<file path="src/rtl/fifo_flow_ctrl_if.sv">
// Stream-side handshake bundle: producer push valid/ready and consumer pop valid/ready.
// master = stream logic, slave = fifo_flow_ctrl.
interface fifo_flow_ctrl_if;
  logic push_valid;
  logic push_ready;
  logic pop_valid;
  logic pop_ready;

  modport master (
    output push_valid,
    output pop_ready,
    input  push_ready,
    input  pop_valid
  );

  modport slave (
    input  push_valid,
    input  pop_ready,
    output push_ready,
    output pop_valid
  );
endinterface

</file>
<file path="src/rtl/fifo_flow_ctrl.sv">
// FIFO handshake/sequencing controller: zero-latency strobes, IDLE/RUN/DRAIN FSM, occupancy, sticky errors.
// push_ready drops when full or not RUN; optional fire counters under FIFO_FLOW_CTRL_STATS_EN.
module fifo_flow_ctrl #(
  parameter int COLUMNS   = 32,
  parameter int PAR_WRITE = 4,
  parameter int PAR_READ  = 4,
  parameter int OCC_W     = $clog2(COLUMNS + 1)
) (
  input  logic               clk,
  input  logic               rst,
  input  logic               enable,
  input  logic               drain_req,
  fifo_flow_ctrl_if.slave    strm,
  input  logic               full,
  input  logic               empty,
  output logic               wen,
  output logic               update_write_pointer,
  output logic               update_read_pointer,
  output logic [OCC_W-1:0]   occupancy,
  output logic [1:0]         state_o,
  output logic               drain_done,
  output logic               err_overflow,
  output logic               err_underflow
`ifdef FIFO_FLOW_CTRL_STATS_EN
  ,
  input  logic               stats_clr,
  output logic [15:0]        push_count,
  output logic [15:0]        pop_count
`endif
);

  typedef enum logic [1:0] {
    ST_IDLE  = 2'd0,
    ST_RUN   = 2'd1,
    ST_DRAIN = 2'd2
  } state_t;

  localparam int SW = OCC_W + 2;
  localparam logic [SW-1:0] PW_W  = SW'(PAR_WRITE);
  localparam logic [SW-1:0] PR_W  = SW'(PAR_READ);
  localparam logic [SW-1:0] COL_W = SW'(COLUMNS);

  state_t state;

  logic in_run;
  logic in_xfer;
  logic push_fire;
  logic pop_fire;

  // Gating with rst keeps a reset cycle from committing a partial write.
  assign in_run  = (state == ST_RUN) && !rst;
  assign in_xfer = ((state == ST_RUN) || (state == ST_DRAIN)) && !rst;

  assign strm.push_ready = in_run && !full;
  assign strm.pop_valid  = in_xfer && !empty;

  assign push_fire = strm.push_valid && strm.push_ready;
  assign pop_fire  = strm.pop_valid && strm.pop_ready;

  assign wen                  = push_fire;
  assign update_write_pointer = push_fire;
  assign update_read_pointer  = pop_fire;
  assign state_o              = state;

  logic [SW-1:0]    occ_add;
  logic [SW-1:0]    occ_sub;
  logic             occ_under;
  logic             occ_over;
  logic [OCC_W-1:0] occ_nxt;

  // Counter saturates instead of wrapping; leaving range flags the matching error.
  always_comb begin
    occ_add   = {2'b00, occupancy} + (push_fire ? PW_W : '0);
    occ_under = pop_fire && (occ_add < PR_W);
    occ_sub   = occ_under ? '0 : (occ_add - (pop_fire ? PR_W : '0));
    occ_over  = (occ_sub > COL_W);
    occ_nxt   = occ_over ? OCC_W'(COLUMNS) : occ_sub[OCC_W-1:0];
  end

  always_ff @(posedge clk) begin
    if (rst) begin
      state         <= ST_IDLE;
      occupancy     <= '0;
      drain_done    <= 1'b0;
      err_overflow  <= 1'b0;
      err_underflow <= 1'b0;
    end else begin
      occupancy  <= occ_nxt;
      drain_done <= 1'b0;
      if ((strm.push_valid && full && (state == ST_RUN)) || occ_over)
        err_overflow <= 1'b1;
      if ((strm.pop_ready && empty && ((state == ST_RUN) || (state == ST_DRAIN))) || occ_under)
        err_underflow <= 1'b1;
      case (state)
        ST_IDLE: begin
          if (enable) state <= ST_RUN;
        end
        ST_RUN: begin
          if (drain_req)    state <= ST_DRAIN;
          else if (!enable) state <= ST_IDLE;
        end
        ST_DRAIN: begin
          if (empty || (pop_fire && (occ_nxt == '0))) begin
            state      <= ST_IDLE;
            drain_done <= 1'b1;
          end
        end
        default: state <= ST_IDLE;
      endcase
    end
  end

`ifdef FIFO_FLOW_CTRL_STATS_EN
  always_ff @(posedge clk) begin
    if (rst || stats_clr) begin
      push_count <= '0;
      pop_count  <= '0;
    end else begin
      if (push_fire && (push_count != 16'hFFFF)) push_count <= push_count + 16'd1;
      if (pop_fire && (pop_count != 16'hFFFF))   pop_count  <= pop_count + 16'd1;
    end
  end
`endif

endmodule

</file>
<file path="src/flat_wrapper.sv">
// flat-port wrapper written by rule: the top's interface ports become plain ports
module fifo_flow_ctrl_flat 
#(
  parameter int COLUMNS   = 32,
  parameter int PAR_WRITE = 4,
  parameter int PAR_READ  = 4,
  parameter int OCC_W     = $clog2(COLUMNS + 1)
)
  (clk, rst, enable, drain_req, full, empty, wen, update_write_pointer, update_read_pointer, occupancy, state_o, drain_done, err_overflow, err_underflow, strm_push_valid, strm_pop_ready, strm_push_ready, strm_pop_valid);
  fifo_flow_ctrl_if strm_i ();
  input  logic clk;
  input  logic rst;
  input  logic enable;
  input  logic drain_req;
  input  logic full;
  input  logic empty;
  output logic wen;
  output logic update_write_pointer;
  output logic update_read_pointer;
  output logic [OCC_W-1:0] occupancy;
  output logic [1:0] state_o;
  output logic drain_done;
  output logic err_overflow;
  output logic err_underflow;
  input wire logic [$bits(strm_i.push_valid)-1:0] strm_push_valid;
  input wire logic [$bits(strm_i.pop_ready)-1:0] strm_pop_ready;
  output wire logic [$bits(strm_i.push_ready)-1:0] strm_push_ready;
  output wire logic [$bits(strm_i.pop_valid)-1:0] strm_pop_valid;
  assign strm_i.push_valid = strm_push_valid;
  assign strm_i.pop_ready = strm_pop_ready;
  assign strm_push_ready = strm_i.push_ready;
  assign strm_pop_valid = strm_i.pop_valid;
  fifo_flow_ctrl #(.COLUMNS(COLUMNS), .PAR_WRITE(PAR_WRITE), .PAR_READ(PAR_READ), .OCC_W(OCC_W)) u_core (.clk(clk), .rst(rst), .enable(enable), .drain_req(drain_req), .strm(strm_i), .full(full), .empty(empty), .wen(wen), .update_write_pointer(update_write_pointer), .update_read_pointer(update_read_pointer), .occupancy(occupancy), .state_o(state_o), .drain_done(drain_done), .err_overflow(err_overflow), .err_underflow(err_underflow));
endmodule
</file>
<file path="config.mk">
export PLATFORM = sky130hd
export DESIGN_NAME = fifo_flow_ctrl_flat
export DESIGN_NICKNAME = d
export VERILOG_FILES = /design/src/rtl/fifo_flow_ctrl_if.sv /design/src/rtl/fifo_flow_ctrl.sv /design/src/flat_wrapper.sv
export SDC_FILE = /design/constraint.sdc
export NUM_CORES = 1
export LEC_CHECK = 0
export CAP_MARGIN = 20
export CORE_ASPECT_RATIO = 0.8
export CORE_UTILIZATION = 40
export CTS_CLUSTER_SIZE = 25
export DETAILED_ROUTE_END_ITERATION = 10
export PLACE_DENSITY = 0.77
export SLEW_MARGIN = 25
export SYNTH_ARGS = -nofsm -noshare
export SYNTH_HDL_FRONTEND = slang
export SYNTH_SLANG_ARGS = --single-unit
</file>
<file path="constraint.sdc">
create_clock -name clk -period 3.8 [get_ports clk]
set_clock_uncertainty 0.15 [all_clocks]
set_input_delay 0.76 -clock clk [delete_from_list [all_inputs] [get_ports clk]]
set_output_delay 0.76 -clock clk [all_outputs]
set_load 0.01 [all_outputs]
</file>
==> results_dict.tcl, run 1 <==
set metrics [dict create \
    place_congestion 0.7929 \
    ios 24 \
    synth_area_leaders "dfxtp_1 (29%), ha_1 (11%), inv_1 (4.9%)" \
    synth_top_cell_by_area "dfxtp_1" \
    setup_viol 0 \
    worstMarginPinSlew_ps 417.4 \
    cp_max_fo 3 \
    antenna_left 0 \
    cp_slowest_cell "clkdlybuf4s50_1" \
    hold_viol 0 \
    yosysUniqueCellTypes 38 \
    powerDensity_mw_per_mm2 301.6 \
    drive_gt1_frac 0.1694 \
    fillers 155 \
    antenna_found_initial 0 \
    drc 0 \
    dr_total_vias 798 \
    ctsHoldBuffers 0 \
    synth_warnings 0 \
    antenna_cells 0 \
    period_needed_ps 3629 \
    cts_tree "built" \
    drt_iter0_drc 9 \
    post_drt_wl_per_cell_um 13.75 \
    worstHoldPathType "reg2reg" \
    synth_top_area_share 0.2866 \
    synth_commonest_cells "dfxtp_1 (11), inv_1 (10), nor2_1 (8)" \
    cts_max_level 1 \
    grt_pass1_vias 739 \
    num_rows 13 \
    cp-start-kind "primary input" \
    clock_latency_ps 280 \
    synth-edff-count 0 \
    fin_hold_ws_ps 302.0 \
    syn_area_um2 768.2 \
    slew_headroom 0.7182 \
    core_mm2 0.001708 \
    drt-total-wl_um 2007 \
    clkTransAtPathRegs_ps 80 \
    grt_pass1_wl_um 3091 \
    ir_drop_uv 254.1 \
    p_leak_nw 0.4314 \
    critPathRequiredTime_ps 3860 \
    ys_ff_latch 11 \
    min_period_over_period 0.9549 \
    crit_top_cell "ha_1" \
    crit_chain "clkdlybuf4s50_1 > nor3b_2 > and2_4 > ha_1 > inv_1 > ha_1 > ha_1 > xor2_1 > xnor2_1 > and4_4 > a311oi_1 > or4_1 > a21oi_2" \
    avgSynthCellArea_um2 8.350 \
    worstSetupPathType "in2reg" \
    synthCells 92 \
    multiInputGateArea_um2 513.0 \
    rsz0062_at_grt "no" \
    finalNetCount 140 \
    fp.dieW_um 51.00 \
    dieHeight_um 41.20 \
    avgViaCountPerCell 5.466 \
    hpwl_um 1595 \
    arrival_ps 3690 \
    cts-root-buf "clkbuf_4" \
    synth-main-ff-cell "dfxtp_1" \
    numCtsBuffers 3 \
    grtUsageTotal 0.2120 \
    cts_buffer_depth 2 \
    port_buffers 23 \
    first_pass_iters 5 \
    regArea_um2 220.2 \
    status "completed" \
    grt_overflow 0 \
    grt_max_degree 10 \
    final_max_slew_viol_count 0 \
    max_freq_mhz 275.6 \
    cap_violations 0 \
    yosysMostFrequentCell "dfxtp_1" \
    synth_nets 107 \
    cpPeakStageDelay_ps 450 \
    area.growth.synth_to_final_pct 45.28 \
    finalPower_mw 0.3366 \
    async_reset_ff_frac 0 \
    synth-seq-area-share 0.2866 \
    die_area_mm2 0.002101 \
    cp-end-kind "flop" \
    cts_sinks 11 \
    start_util 0.4498 \
    setup_tns_ps 0 \
]
==> placed cells by master (no fill, tap or decap), types with 2 or more instances in the layout <==
cell type / n
nand2b_1: 3
a21oi_1: 3
buf_4: 8
o31ai_1: 2
nor2b_1: 2
nor2_1: 8
inv_1: 10
nand2_1: 6
ha_1: 6
o21ai_0: 3
or3_1: 2
clkdlybuf4s50_1: 23
a31oi_1: 2
dfxtp_1: 11
clkbuf_4: 3
nand3_1: 2
nor3_1: 4
==> report_power, final <==
part	switching [mW]	internal [mW]	leakage, nW
Clock	0.0441	0.0391	0.0177
Sequential	0.00927	0.124	0.0894
Combinational	0.0559	0.0639	0.324
==> critical path: cells and delay by family <==
kind                     cells  cell delay, ps
AO/OA/AOI/OAI                2             260
XOR/XNOR                     2             360
adder cells (fa/ha/maj)      3             630
buffers and inverters        2             510
AND/OR/NAND/NOR              4            1180
==> stage by stage <==
stage                     instance area (µm²)  worst slack (ps)  std cells  utilization
after floorplan                         768.2             165.0         92            -
after global placement                   1055            -173.9        141       0.6176
after detailed placement                 1055            -236.9        141       0.6176
after CTS                                1087             79.40        145       0.6366
after global routing                     1116             22.59        146       0.6535
final                                    1116             171.5        146       0.6535
==> flip-flops by register name (all words and copies together) (netlist names) <==
name and count:
u_core.state_o 2, u_core.occupancy 6, u_core.drain_done 1, u_core.err_overflow 1, u_core.err_underflow 1
==> kinds of logic after synthesis <==
| logic type | synth area share |
|---|---|
| AND/OR/NAND/NOR | 0.2720 |
| XOR/XNOR | 0.02281 |
| adder cells (fa/ha/maj) | 0.1140 |
| buffers and inverters | 0.07981 |
| AO/OA/AOI/OAI | 0.2117 |
| multiplexers | 0.01303 |
| flip-flops | 0.2866 |
==> timing repair <==
item                                   in CTS  in global routing
setup endpoints to repair                   1                  7
pin swaps                                   0                  2
endpoints found under the hold margin       0                  0
setup buffers                               0                  1
resized for setup                           1                  5
==> worst paths after layout <==
kind	startpoint	end	slack (ps)	depth (start not counted)
worst max-delay path	full	u_core.state_o[0]	170	13
worst min-delay path	u_core.occupancy[0]	u_core.occupancy[0]	300	2
worst max register to register	u_core.state_o[1]	u_core.state_o[0]	340	14
worst min register to register	u_core.occupancy[0]	u_core.occupancy[0]	300	2
==> final cells by class <==
| cell class | count | area share |
|---|---|---|
| Multi-Input combinational cell | 68 | 0.4596 |
| Tap cell | 22 | 0.02466 |
| Timing Repair Buffer | 31 | 0.2601 |
| Clock buffer | 3 | 0.02018 |
| Inverter | 10 | 0.03363 |
| Clock inverter | 1 | 0.004484 |
| Sequential cell | 11 | 0.1973 |
==> metal layers <==
metal	part of all wire	up-vias	GRT usage
met5	0	-	0
met4	0.011	0	0.07639
met3	0.054	5	0.08889
met2	0.47	24	0.3750
met1	0.47	372	0.2354
li1	-	397	-
Note: power is estimated with default switching activity, not from simulation.
==> run 2: changes to the inputs <==
--- a/config.mk
+++ b/config.mk
@@ -7,10 +7,12 @@
 export LEC_CHECK = 0
 export CAP_MARGIN = 20
 export CORE_ASPECT_RATIO = 0.8
-export CORE_UTILIZATION = 40
+export CORE_UTILIZATION = 34
+export CTS_BUF_LIST = sky130_fd_sc_hd__clkbuf_4
+export CTS_CLUSTER_DIAMETER = 80
 export CTS_CLUSTER_SIZE = 25
 export DETAILED_ROUTE_END_ITERATION = 10
-export PLACE_DENSITY = 0.77
+export PLACE_DENSITY = 0.69
 export SLEW_MARGIN = 25
 export SYNTH_ARGS = -nofsm -noshare
 export SYNTH_HDL_FRONTEND = slang
==> run 2 against run 1 <==
Sequential share of layout area decreased by 0.13 points. Sequential power hardly changed. Clock power increased by 2.8%. First-iteration DRC count fell by 11%. Die area is 17% higher. Critical path depth did not move. Total power barely moved. Register-to-register slack about the same. Setup slack lost 18 ps. Utilization shrank 9.1 points. Critical endpoint unchanged. Largest cell class unchanged.
==> results_dict.tcl, run 2 (synthesis results as in run 1) <==
set metrics [dict create \
    critPathTopFamily "simple AND/OR/NAND/NOR gates" \
    clock_latency_ps 270 \
    p_int_mw 0.2361 \
    status "completed" \
    numCtsBuffers 3 \
    drt_iter0_drc 8 \
    r2r_setup_slack_ps 350 \
    min_period_over_period 0.9596 \
    cp_slowest_cell "clkdlybuf4s50_1" \
    setup_tns_ps 0 \
    rsz0062_at_grt "no" \
    top_register "u_core.occupancy" \
    finalNetCount 142 \
    cp-start-kind "primary input" \
    drt-total-wl_um 1964 \
    cpPeakStageDelay_ps 520 \
    p_clk_frac 0.254 \
    fin_util 0.5627 \
    final_max_slew_viol_count 0 \
    num_rows 14 \
    cp-end-kind "flop" \
    core_mm2 0.001997 \
    grt_overflow 0 \
    power_switching_mw 0.1006 \
    worstMarginPinSlew_ps 448.7 \
    post-cts-setup-buffers 0 \
    powerDensity_mw_per_mm2 299.6 \
    ctsHoldBuffers 0 \
    max_freq_mhz 274.2 \
    start_util 0.3847 \
    grt_pass1_vias 745 \
    worstSetupPathType "in2reg" \
    period_needed_ps 3646 \
    switching_share 0.2987 \
    largest_reg_flops 6 \
    placed_cells 146 \
    port_buffers 23 \
    drive_gt1_frac 0.1667 \
    hpwl_um 1572 \
    drc 0 \
    first_pass_iters 3 \
    cp_num_buf_inv 2 \
    combinationalPowerShare 0.352 \
    antenna_cells 0 \
    arrival_ps 3700 \
    hold_viol 0 \
    post_drt_wl_per_cell_um 13.09 \
    instances_no_fill 150 \
    ir_drop_uv 186.1 \
    p_leak_nw 0.4431 \
    crit_chain "clkdlybuf4s50_1 > nor3b_2 > and2_1 > ha_1 > ha_1 > inv_1 > ha_1 > xor2_1 > xnor2_1 > and4_4 > a311oi_2 > or4_1 > a21oi_1" \
    die_area_mm2 0.002455 \
    ios 24 \
    clkTransAtPathRegs_ps 70 \
    critPathRequiredTime_ps 3860 \
    grt_pass1_wl_um 3180 \
    seqPwrFrac 0.394 \
    fp.dieW_um 55.15 \
    grt_max_degree 10 \
    grtUsageTotal 0.1842 \
    dr_total_vias 781 \
    cp_max_fo 4 \
    fin_hold_ws_ps 302.1 \
    crit_top_cell "ha_1" \
    cap_violations 0 \
    antenna_found_initial 0 \
    slew_headroom 0.6970 \
    cts-root-buf "clkbuf_4" \
    cts_resized 0 \
    dieHeight_um 44.52 \
    antenna_left 0 \
    worstHoldPathType "reg2reg" \
    area.growth.synth_to_final_pct 46.25 \
    final_cell_mix "clkdlybuf4s50_1 (23), dfxtp_1 (11), inv_1 (10), buf_4 (10), nor2_1 (8)" \
    cts_tree "built" \
    avgViaCountPerCell 5.207 \
    final_common_cell "clkdlybuf4s50_1" \
    cts_buffer_depth 2 \
    cts_max_level 1 \
    cts_sinks 11 \
    setup_viol 0 \
    place_congestion 0.8000 \
]
-- run 2: final timing paths --
path,from,cells after the start,endpoint
max,rst,13,u_core.state_o[0]
min,u_core.occupancy[1],2,u_core.occupancy[1]
max reg2reg,u_core.state_o[1],14,u_core.state_o[0]
min reg2reg,u_core.occupancy[1],2,u_core.occupancy[1]
-- run 2: power groups by stage --
| stage | Combinational (mW) | Clock [mW] | Sequential [mW] |
|---|---|---|---|
| 6_report | 0.119 | 0.0855 | 0.133 |
| 5_1_grt | 0.130 | 0.0943 | 0.133 |
| 4_1_cts | 0.115 | 0.0908 | 0.132 |
| 3_5_place_dp | 0.114 | 0 | 0.135 |
| 3_3_place_gp | 0.109 | 0 | 0.135 |
| 2_1_floorplan | 0.0609 | 0 | 0.137 |
-- run 2: cell type report --
class                   count  area, µm²
clock buffers               4      30.03
fillers                   199      873.3
inverters                  10      37.54
multi-input cells          68      500.5
flip-flops and latches     11      220.2
well taps                  24      30.03
repair buffers             33      305.3
-- run 2: per-stage QoR --
step | setup WS [ps] | area (µm²) | power (mW)
global placement | -66.01 | 1080 | 0.2439
finish | 153.6 | 1124 | 0.3367
detailed placement | -150.5 | 1080 | 0.2487
CTS | 119.5 | 1110 | 0.3377
global route | 14.50 | 1124 | 0.3573
floorplan | 165.0 | 768.2 | 0.1982
-- run 2: layer usage --
| metal | track usage | vias to the layer above | routed length, µm |
|---|---|---|---|
| met5 | 0 | - | 0 |
| met4 | 0.06000 | 0 | 10 |
| met3 | 0.05498 | 2 | 121 |
| met2 | 0.3108 | 20 | 936 |
| met1 | 0.2206 | 360 | 896 |
| li1 | - | 399 | - |
-- run 2: worst register-to-register path, stage by stage, from the launching register on --
cell      delay (ps)
dfxtp_1          390
inv_1            100
ha_1             230
nor3b_2          170
and2_1           180
ha_1             240
ha_1             330
inv_1             50
ha_1             210
xor2_1           160
xnor2_1          230
and4_4           280
a311oi_2         130
or4_1            420
a21oi_1          120
==> run 3: changes to the inputs <==
--- a/config.mk
+++ b/config.mk
@@ -5,6 +5,7 @@
 export SDC_FILE = /design/constraint.sdc
 export NUM_CORES = 1
 export LEC_CHECK = 0
+export ABC_AREA = 1
 export CAP_MARGIN = 20
 export CORE_ASPECT_RATIO = 0.8
 export CORE_UTILIZATION = 34
@@ -12,7 +13,7 @@
 export CTS_CLUSTER_DIAMETER = 80
 export CTS_CLUSTER_SIZE = 25
 export DETAILED_ROUTE_END_ITERATION = 10
-export PLACE_DENSITY = 0.69
+export PLACE_DENSITY = 0.68
 export SLEW_MARGIN = 25
 export SYNTH_ARGS = -nofsm -noshare
 export SYNTH_HDL_FRONTEND = slang
==> run 3 against run 2 <==
Area after synthesis grew 2.6%. Die area up 2.5%. Critical path type unchanged. Critical endpoint unchanged. Setup slack better by 180 ps. Largest power group is now combinational cells. Design area shrank 4.9%. Non-clock buffer count decreased by 9. Largest cell class unchanged. Register-to-register slack better by 270 ps. Cell count grew 14%.
==> results_dict.tcl, run 3 <==
set metrics [dict create \
    synth-edff-count 0 \
    num_rows 15 \
    synth-seq-area-share 0.2794 \
    post-cts-setup-buffers 0 \
    fillers 216 \
    synth-main-ff-cell "dfxtp_1" \
    regArea_um2 220.2 \
    setup_tns_ps 0 \
    status "completed" \
    worstMarginPinSlew_ps 261.2 \
    min_period_over_period 0.9130 \
    avgViaCountPerCell 4.667 \
    drt_iter0_drc 11 \
    grt_pass1_vias 745 \
    slew_headroom 0.8247 \
    drc 0 \
    final_common_cell "nand2_1" \
    drive_gt1_frac 0.1096 \
    worstHoldPathType "reg2reg" \
    core_mm2 0.002177 \
    synth_commonest_cells "nand2_1 (29), inv_1 (21), nor2_1 (12)" \
    hpwl_um 1462 \
    max_freq_mhz 288.2 \
    antenna_left 0 \
    fp.dieW_um 55.84 \
    clock_latency_ps 260 \
    place_congestion 0.7077 \
    ys_ff_latch 11 \
    ctsHoldBuffers 0 \
    dieHeight_um 45.07 \
    worstSetupPathType "in2reg" \
    finalNetCount 162 \
    dr_total_vias 798 \
    first_pass_iters 4 \
    die_area_mm2 0.002516 \
    cts_buffer_depth 2 \
    grt_overflow 0 \
    p_leak_nw 0.5333 \
    grt_max_degree 12 \
    setup_viol 0 \
    post_drt_wl_per_cell_um 10.45 \
    powerDensity_mw_per_mm2 350.3 \
    arrival_ps 3480 \
    drt-total-wl_um 1787 \
    final_max_slew_viol_count 0 \
    synth_area_leaders "dfxtp_1 (28%), nand2_1 (14%), ha_1 (11%)" \
    cp-start-kind "primary input" \
    multiInputGateArea_um2 459.2 \
    cts_tree "built" \
    cp-end-kind "flop" \
    top_register "u_core.occupancy" \
    yosysMostFrequentCell "nand2_1" \
    synth_nets 135 \
    avgSynthCellArea_um2 6.569 \
    hold_depth 2 \
    start_util 0.3621 \
    rsz0062_at_grt "no" \
    grtUsageTotal 0.1558 \
    antenna_cells 0 \
    cp_max_fo 11 \
    hold_viol 0 \
    clkTransAtPathRegs_ps 60 \
    reg2regPathDepth 20 \
    fin_hold_ws_ps 313.3 \
    cts_max_level 1 \
    antenna_found_initial 0 \
    synth_warnings 0 \
    area.growth.synth_to_final_pct 35.55 \
    cts-root-buf "clkbuf_4" \
    port_buffers 23 \
    yosysUniqueCellTypes 23 \
    cap_violations 0 \
    synth_top_area_share 0.2794 \
    synthCells 120 \
    final_cell_mix "nand2_1 (29), clkdlybuf4s50_1 (23), inv_1 (21)" \
    cts_sinks 11 \
    ios 24 \
    syn_area_um2 788.3 \
    critPathRequiredTime_ps 3810 \
    largest_reg_flops 6 \
    cts_resized 0 \
    grt_pass1_wl_um 3008 \
    async_reset_ff_frac 0 \
    numCtsBuffers 3 \
    synth_top_cell_by_area "dfxtp_1" \
    ir_drop_uv 189.0 \
    period_needed_ps 3469 \
]
run 3: worst paths after layout:
| check | startpoint | endpoint | slack (ps) |
|---|---|---|---|
| setup / recovery | rst | u_core.state_o[0] | 330 |
| hold / removal | u_core.err_overflow | u_core.err_overflow | 310 |
| setup reg to reg | u_core.state_o[1] | u_core.state_o[0] | 620 |
| hold reg to reg | u_core.err_overflow | u_core.err_overflow | 310 |
run 3: final cells by class:
class | count | share of cell area
tap | 25 | 0.02927
multi-input combinational | 83 | 0.4297
clock buffer | 4 | 0.02810
sequential | 11 | 0.2061
inverter | 24 | 0.08431
timing repair buffer | 24 | 0.2225
run 3: power breakdown:
part | total, mW | switching [mW] | internal, mW
Clock | 0.0847 | 0.0369 | 0.0478
Combinational | 0.152 | 0.0811 | 0.0704
Sequential | 0.138 | 0.0102 | 0.128
run 3: cell families after synthesis:
| family | count (synthesis) | synth area share |
|---|---|---|
| simple gates | 63 | 0.3794 |
| buf+inv | 26 | 0.1381 |
| compound gates | 12 | 0.08095 |
| flops | 11 | 0.2794 |
| fa+ha+maj | 7 | 0.1111 |
| xor+xnor | 1 | 0.01111 |
run 3: critical path, stage by stage:
cell             delay, ps
clkdlybuf4s50_1        420
nor3_1                 230
and2_1                 210
ha_1                   210
ha_1                   230
inv_1                   70
nand2_1                 70
nand2_2                 60
nor2_2                 120
nand3_2                200
nand3_1                280
nand3b_1               110
nor2_1                 130
nand3_2                110
nand3_2                100
nand3_1                 70
nand2_1                 60
nor2_1                  30
run 3: through the flow:
stage          instances  utilization  power [mW]  worst slack, ps  area, µm²
3_5_place_dp         167       0.4770      0.2911            33.92       1039
5_1_grt              171       0.4908      0.4023            27.40       1069
2_1_floorplan        120            -      0.2343            564.2      788.3
4_1_cts              171       0.4908      0.3780            309.0       1069
3_3_place_gp         167       0.4770      0.2880            117.6       1039
6_report             171       0.4908      0.3743            330.5       1069
run 3: per-layer routing:
metal | up-vias | part of all wire | GRT usage
li1 | 428 | - | -
met1 | 350 | 0.52 | 0.2063
met2 | 18 | 0.44 | 0.2458
met3 | 2 | 0.043 | 0.05731
met4 | 0 | 0.0039 | 0.03902
met5 | - | 0 | 0
